$ cat src/rtl/shot_aim_controller.sv
// Shot aiming front end: turns key levels into clamped charge pulses and a
// release pulse, gated by a ball-stopped detector that watches the mover position.
module shot_aim_controller #(
  parameter int MAX_STEPS       = 5,
  parameter int REPEAT_FRAMES   = 8,
  parameter int STILL_FRAMES    = 4,
  parameter int COOLDOWN_FRAMES = 2
) (
  input  logic               clk,
  input  logic               resetN,
  input  logic               startOfFrame,
  input  logic               keyUp,
  input  logic               keyDown,
  input  logic               keyLeft,
  input  logic               keyRight,
  input  logic               keyShoot,
  input  logic signed [10:0] topLeftX,
  input  logic signed [10:0] topLeftY,
  output logic               chargeUp,
  output logic               chargeDown,
  output logic               chargeLeft,
  output logic               chargeRight,
  output logic               releaseBall,
  output logic signed [3:0]  shotStepX,
  output logic signed [3:0]  shotStepY,
  output logic               readyToShoot
);

  localparam int RW = $clog2(REPEAT_FRAMES + 1);
  localparam int SW = $clog2(STILL_FRAMES + 1);
  localparam int CW = $clog2(COOLDOWN_FRAMES + 1);
  localparam logic signed [4:0] MAX_S = 5'(MAX_STEPS);

  typedef enum logic [1:0] {WAIT_STILL, AIM, COOLDOWN} state_t;

  state_t                state_q;
  logic [SW-1:0]         still_cnt_q;
  logic [CW-1:0]         cool_cnt_q;
  logic signed [10:0]    prev_x_q, prev_y_q;
  logic [3:0]            key_lvl, key_prev_q, rep_hit, req, grant, charge_q;
  logic                  shoot_prev_q, release_q, ready_q, in_aim, fire;
  logic signed [3:0]     step_x_q, step_y_q;
  logic signed [4:0]     sx_w, sy_w, step_x_d, step_y_d;

  // Key index: 0 = up, 1 = down, 2 = left, 3 = right.
  assign key_lvl = {keyRight, keyLeft, keyDown, keyUp};
  // A stillCnt of 0 while in AIM means the ball was knocked; treat as not aiming.
  assign in_aim  = (state_q == AIM) && (still_cnt_q != '0);

  for (genvar gi = 0; gi < 4; gi++) begin : g_repeat
    logic [RW-1:0] rep_q;

    assign rep_hit[gi] = in_aim && key_lvl[gi] && startOfFrame &&
                         (rep_q == RW'(REPEAT_FRAMES - 1));
    assign req[gi]     = in_aim && ((key_lvl[gi] && !key_prev_q[gi]) || rep_hit[gi]);

    always_ff @(posedge clk or negedge resetN) begin
      if (!resetN)                       rep_q <= '0;
      else if (!in_aim || !key_lvl[gi])  rep_q <= '0;
      else if (startOfFrame)             rep_q <= rep_hit[gi] ? '0 : rep_q + 1'b1;
    end
  end

  assign sx_w = {step_x_q[3], step_x_q};
  assign sy_w = {step_y_q[3], step_y_q};

  always_comb begin
    grant = req;
    if (req[0] && req[1]) grant[1:0] = 2'b00;
    if (req[2] && req[3]) grant[3:2] = 2'b00;
    if (sy_w + 5'sd1 >  MAX_S) grant[0] = 1'b0;
    if (sy_w - 5'sd1 < -MAX_S) grant[1] = 1'b0;
    if (sx_w + 5'sd1 >  MAX_S) grant[2] = 1'b0;
    if (sx_w - 5'sd1 < -MAX_S) grant[3] = 1'b0;
    fire     = in_aim && keyShoot && !shoot_prev_q &&
               ((step_x_q != '0) || (step_y_q != '0));
    step_y_d = sy_w + $signed({4'b0, grant[0]}) - $signed({4'b0, grant[1]});
    step_x_d = sx_w + $signed({4'b0, grant[2]}) - $signed({4'b0, grant[3]});
  end

  // Still detector; held at zero through cooldown so a stale position cannot count.
  always_ff @(posedge clk or negedge resetN) begin
    if (!resetN) begin
      still_cnt_q <= '0;
      prev_x_q    <= '0;
      prev_y_q    <= '0;
    end else begin
      if (startOfFrame) begin
        prev_x_q <= topLeftX;
        prev_y_q <= topLeftY;
      end
      if (state_q == COOLDOWN || fire)
        still_cnt_q <= '0;
      else if (startOfFrame) begin
        if (topLeftX == prev_x_q && topLeftY == prev_y_q) begin
          if (still_cnt_q != SW'(STILL_FRAMES)) still_cnt_q <= still_cnt_q + 1'b1;
        end else
          still_cnt_q <= '0;
      end
    end
  end

  always_ff @(posedge clk or negedge resetN) begin
    if (!resetN) begin
      state_q      <= WAIT_STILL;
      cool_cnt_q   <= '0;
      key_prev_q   <= '0;
      shoot_prev_q <= 1'b0;
      charge_q     <= '0;
      release_q    <= 1'b0;
      ready_q      <= 1'b0;
      step_x_q     <= '0;
      step_y_q     <= '0;
    end else begin
      key_prev_q   <= key_lvl;
      shoot_prev_q <= keyShoot;
      charge_q     <= fire ? 4'b0000 : grant;
      release_q    <= fire;
      if (fire) begin
        step_x_q <= '0;
        step_y_q <= '0;
      end else begin
        step_x_q <= step_x_d[3:0];
        step_y_q <= step_y_d[3:0];
      end
      case (state_q)
        WAIT_STILL: begin
          if (still_cnt_q == SW'(STILL_FRAMES)) begin
            state_q <= AIM;
            ready_q <= 1'b1;
          end
        end
        AIM: begin
          if (still_cnt_q == '0) begin
            state_q <= WAIT_STILL;
            ready_q <= 1'b0;
          end else if (fire) begin
            state_q    <= COOLDOWN;
            ready_q    <= 1'b0;
            cool_cnt_q <= '0;
          end
        end
        COOLDOWN: begin
          if (startOfFrame) begin
            if (cool_cnt_q == CW'(COOLDOWN_FRAMES - 1)) begin
              cool_cnt_q <= '0;
              state_q    <= WAIT_STILL;
            end else
              cool_cnt_q <= cool_cnt_q + 1'b1;
          end
        end
        default: begin
          state_q <= WAIT_STILL;
          ready_q <= 1'b0;
        end
      endcase
    end
  end

  assign chargeUp     = charge_q[0];
  assign chargeDown   = charge_q[1];
  assign chargeLeft   = charge_q[2];
  assign chargeRight  = charge_q[3];
  assign releaseBall  = release_q;
  assign shotStepX    = step_x_q;
  assign shotStepY    = step_y_q;
  assign readyToShoot = ready_q;

endmodule

$ cat config.mk
export PLATFORM = sky130hd
export DESIGN_NAME = shot_aim_controller
export DESIGN_NICKNAME = d
export VERILOG_FILES = /design/src/rtl/shot_aim_controller.sv
export SDC_FILE = /design/constraint.sdc
export NUM_CORES = 1
export LEC_CHECK = 0
export CORE_MARGIN = 4
export CORE_UTILIZATION = 40
export CTS_CLUSTER_DIAMETER = 150
export DETAILED_ROUTE_END_ITERATION = 6
export PLACE_DENSITY = 0.6
export SKIP_CTS_REPAIR_TIMING = 1
export SLEW_MARGIN = 0
export SYNTH_ARGS = -nofsm -noshare
export SYNTH_HDL_FRONTEND = slang
export SYNTH_SLANG_ARGS = --single-unit
$ cat constraint.sdc
create_clock -name clk -period 3 [get_ports clk]
set_input_delay 0.6 -clock clk [delete_from_list [all_inputs] [get_ports clk]]
set_output_delay 0.6 -clock clk [all_outputs]
set_load 0.05 [all_outputs]
# ---- After elaboration in Yosys (flattened, before gate mapping)
# Index checks and enable logic that the tools add are counted.
# Widths: inputs -> output; s select.
dict set report op_classes {
  bitwise 1
  n_reduce_logical 62
  n_addsub 14
  eq_ne 18
  mux 40
  n_lt_le_gt_ge 4
}
# op n
set ops {}
lappend ops {{$mux 4} 15}
lappend ops {{$logic_and 1x1->1} 27}
lappend ops {{$eq 11x11->1} 2}
lappend ops {{$mux 2} 11}
lappend ops {{$add 4x1->4 const B} 4}
lappend ops {{$eq 4x3->1 const B} 4}
lappend ops {{$mux 3} 4}
lappend ops {{$reduce_bool 2->1} 6}
lappend ops {{$add 4x2->5 const B} 2}
lappend ops {{$gt 5x4->1 const B} 2}
lappend ops {{$logic_not 1->1} 10}
lappend ops {{$logic_or 1x1->1} 10}
lappend ops {{$lt 5x4->1 const B} 2}
lappend ops {{$sub 4x2->5 const B} 2}
lappend ops {{$add 4x2->4} 2}
lappend ops {{$ne 2x2->1 const B} 4}
lappend ops {{$reduce_and 4->1} 2}
lappend ops {{$reduce_bool 4->1} 2}
lappend ops {{$sub 4x2->4} 2}
lappend ops {{$mux 1} 7}
lappend ops {{$ne 3x2->1 const B} 2}
lappend ops {{$pmux 2 s3} 1}
lappend ops {{$eq 2x1->1 const B} 2}
lappend ops {{$pmux 2 s2} 1}
lappend ops {{other kinds (13)} 13}
dict set report totals {
  register_bits 64
  word_cells 155
  out_inout_bits 14
}

# ---- Logic depth before layout (Yosys ltp)
dict set report depth {
  word_depth 13
  mapped_depth 15
  mapped_depth_nobuf 15
}

# ---- Least setup slack after synthesis
# No wires, ideal clock.
dict set report synth_path {
  path_type {register to register}
  from {register step_y_q[1], in the netlist shotStepY[1]}
  to {register step_y_q[2], in the netlist shotStepY[2]}
  setup_slack_ps -254
  arrival_ps 3135
  required_time_ps 2882
  period_less_slack_ps 3254
  stages_incl_launch_ff 12
  setup_ps 118
  cell_sequence {dfrtp_1 > inv_1 > ha_1 > o211ai_1 > a221oi_1 > or4_1 > ha_1 > inv_1 > ha_1 > fa_1 > xor2_1 > nor2_1}
}
dict set report synth_via {
  elab_chain_len 6
  elab_cells_between_ends 12
  cone_classes {4 x add/sub; 2 x order compare; 3 x mux; 3 x reduce/logical}
}
# item line_no
set synth_lines {}
lappend synth_lines {{start: declaration} 42} ;# logic signed [3:0] step_x_q, step_y_q;
lappend synth_lines {{start signal: assignment} 124} ;# step_y_q <= step_y_d[3:0];
lappend synth_lines {{$add 4x2->5} 71} ;# if (sy_w + 5'sd1 > MAX_S) grant[0] = 1'b0;
lappend synth_lines {{$gt 5x4->1} 71}
lappend synth_lines {{$mux 1} 71}
lappend synth_lines {{$add 4x2->4} 77} ;# step_y_d = sy_w + $signed({4'b0, grant[0]}) - $signed({4'b0, grant[1]});
lappend synth_lines {{$sub 4x2->4} 77}
lappend synth_lines {{$mux 4 (*)} 119} ;# if (fire) begin
# Every way passes the cells marked *; elsewhere a longest branch is shown, timed or not.
# A chain may end at the register's enable or synchronous reset.

# ---- Worst setup path after layout
dict set report layout_path {
  from {register step_y_q[0], in the netlist shotStepY[0]}
  to {register step_y_q[1], in the netlist shotStepY[1]}
}
# The elaborated chain is that of the path after synthesis.

==> results.toml <==
[sta]
tns_ps = 0
max_freq_ghz = 0.349
slew_headroom_pct = 53.0
hold_viol_final = 0
post-route-period-util_pct = 95.6
setup_viol = 0
period_needed_ps = 2870
hold_slack_ps = 192
worst_slew_pin_slew_ps = 705
fin_worst_skew_ps = 6.39
drv_slew = 0

[setup_path]
crit_chain = "inv_4, ha_4, o211ai_1, a31oi_1, or4_4, ha_4, inv_2, ha_4, fa_2, nor2b_4"
crit_cells = 10
crit_path_frequent_cell = "ha_4"
critPathBufInv = 2
arrival_ps = 3130
cpLargestDelayFamily = "adder cells"
critPathKind = "flop to flop"
cp-end-kind = "flop"
critPathLaunchType = "flop"
rr_worst_depth = 10
critPathMaxFanout = 8
cp_slowest_cell = "or4_4"
slowest_delay_ps = 550
required_ps = 3260

[yosys]
synth-xor-area-share_pct = 8.23
synth_top_area_share_pct = 47.0
async_reset_ff_share_pct = 100
ys_types = 45
synth_top_family_by_area = "simple AND/OR/NAND/NOR gates"
yosysWarnings = 0
syn-num-nets = 364
syn_inst = 307
synth-seq-cells = 64
ys_seq_area_share_pct = 47.0
synth_area_leader_cell = "dfrtp_1"
synth_ff_type = "dfrtp_1"
synth_adder_area_share_pct = 10.4
synth_mux_area_share_pct = 9.63
synth-compound-area-share_pct = 6.32
synthTopCellsByArea = "dfrtp_1 (47%), ha_1 (9.2%), mux2_2 (7.3%)"
syn_area_sq_um = 3400
synth_most_common_cell = "dfrtp_1"
synth-edff-count = 0
avgSynthCellArea_sq_um = 11.1
netlist_top_cells_count = "dfrtp_1 (64), nor2_1 (27), ha_1 (25), xnor2_1 (25)"
synth_simple_gate_area_share_pct = 15.2

[power]
power_frac_clock_pct = 25.7
power.share.combinational_pct = 30.5
p_leak_nw = 1.85
max-vdd-ir-drop_uv = 269
p_int_mw = 1.59
p_per_area_nw_per_um2 = 557
p_switching_uw = 784
sw_frac_of_total_pct = 33.1
seqPwrFrac_pct = 43.8

[detailed_routing]
firstDrtPassIters = 5
antenna_left = 0
drt_iter0_drc = 65
wire_per_inst_um = 13.0
vias_per_cell = 4.99
drc_errors = 0
wl_mm = 6.19
vias = 2387

[placed_design]
gp_congestion = 0.747
dpl.hpwl_mm = 4.67
port_buffers = 43
post_dp_cell_area_sq_um = 4020

[final_layout]
layout-drive-gt1-share_pct = 18.5
num-fill-cells = 758
n_antenna_cell = 0
seq_area_sq_um = 1600
fin_area_sq_um = 4260
areaGrowthSynthToFinish_pct = 25.1
nets = 427
multi_input_area_sq_um = 1760

[clock_network]
path_clk_slew_ps = 70
cts_root_buf = "clkbuf_8"
cts_tree = "built"
clock_path_buffers = 2
clock_latency_ps = 330
numCtsBuffers = 9
cts_sinks = 64
htreeDepth = 3

[floorplan]
fp.coreArea_sq_um = 8260
start_util_pct = 41.2
io-pin-count = 44
die_w_um = 100
row_count = 33
dieArea_sq_um = 10100
die_h_um = 100

[run]
drv_cap = 0

[run_status]
status = "complete, no violations"

[min_path]
min_path_type = "input pin to async pin"

[global_routing]
overflow = 0
first_global_vias = 2455
grt_first_pass_wirelength_mm = 11.1
grt_max_degree = 30
track_usage_pct = 13.9
antenna_found_initial = 0
[power by group through the flow]
stage	combinational (mW)	clock, mW	sequential [mW]
final	0.724	0.610	1.04
after CTS	0.717	0.635	1.04
after global routing	0.809	0.680	1.05
after detailed placement	0.712	0	1.05
after floorplan	0.362	0	1.17
after global placement	0.702	0	1.05
[cell families (layout without fill, tap and decap cells)]
kind of cell,count (synthesis),after routing
DFF,64,64
AOI/OAI and AO/OA,31,31
adders and majority gates,27,27
muxes,30,30
xor gates and xnor gates,32,32
buffers and inverters,25,91
and+or+nand+nor,98,98
[placed cells by master, fill, tap and decap left out, types with 7 or more instances in the layout]
cell type        instances
mux2i_1                  8
xnor2_1                 25
mux2_2                  22
ha_1                    21
clkbuf_8                10
xor2_1                   7
nand4_1                 12
buf_4                   16
a21oi_1                 10
dfrtp_1                 62
nand3_1                  7
nor2_1                  27
inv_1                   15
nand2_1                 22
clkdlybuf4s50_1         41
[cell type report]
cell class | instances | area share, %
clock buffer | 13 | 3.50
clock inverter | 1 | 0.118
inverter | 18 | 1.65
multi-input combinational | 218 | 41.3
sequential | 64 | 37.7
tap | 105 | 3.09
timing repair buffer | 59 | 12.7
[sequential cells by signal, summed over array words and instances, names as in the netlist, 3 cells and up]
| register | cells |
|---|---|
| charge_q | 4 |
| g_repeat.rep_q | 16 |
| key_prev_q | 4 |
| prev_x_q | 11 |
| prev_y_q | 11 |
| shotStepX | 4 |
| shotStepY | 4 |
| still_cnt_q | 3 |
[metal layers]
metal / vias up / part of all wire [%] / GRT usage [%] / wire length [um]
met3: 11 / 5.0 / 4.66 / 307
met2: 42 / 48 / 22.8 / 2950
li1: 1186 / - / - / -
met4: 0 / 1.4 / 4.56 / 87
met5: - / 0 / 0 / 0
met1: 1148 / 46 / 17.2 / 2850
[worst paths after layout]
path | startpoint | endpoint | slack [ps]
setup / recovery | shotStepY[0]$_DFF_PN0_ | shotStepY[1]$_DFF_PN0_ | 130
hold / removal | resetN | prev_x_q[0]$_DFFE_PN0P_ | 190
min in group clk | cool_cnt_q[1]$_DFFE_PN0P_ | cool_cnt_q[1]$_DFFE_PN0P_ | 500
setup reg to reg | shotStepY[0]$_DFF_PN0_ | shotStepY[1]$_DFF_PN0_ | 130
max in group asynchronous | resetN | shotStepY[1]$_DFF_PN0_ | 2060
hold reg to reg | cool_cnt_q[1]$_DFFE_PN0P_ | cool_cnt_q[1]$_DFFE_PN0P_ | 500
[stage by stage]
stage	setup slack (ps)	cells	util (%)	total power, mW
global placement	-81.8	462	48.7	1.75
floorplan	21.8	307	-	1.53
detailed placement	-145	462	48.7	1.77
finish	133	478	51.6	2.37
CTS	-11.6	476	50.6	2.39
global route	-2.88	478	51.6	2.54
Power figures use the tool's default switching activity.
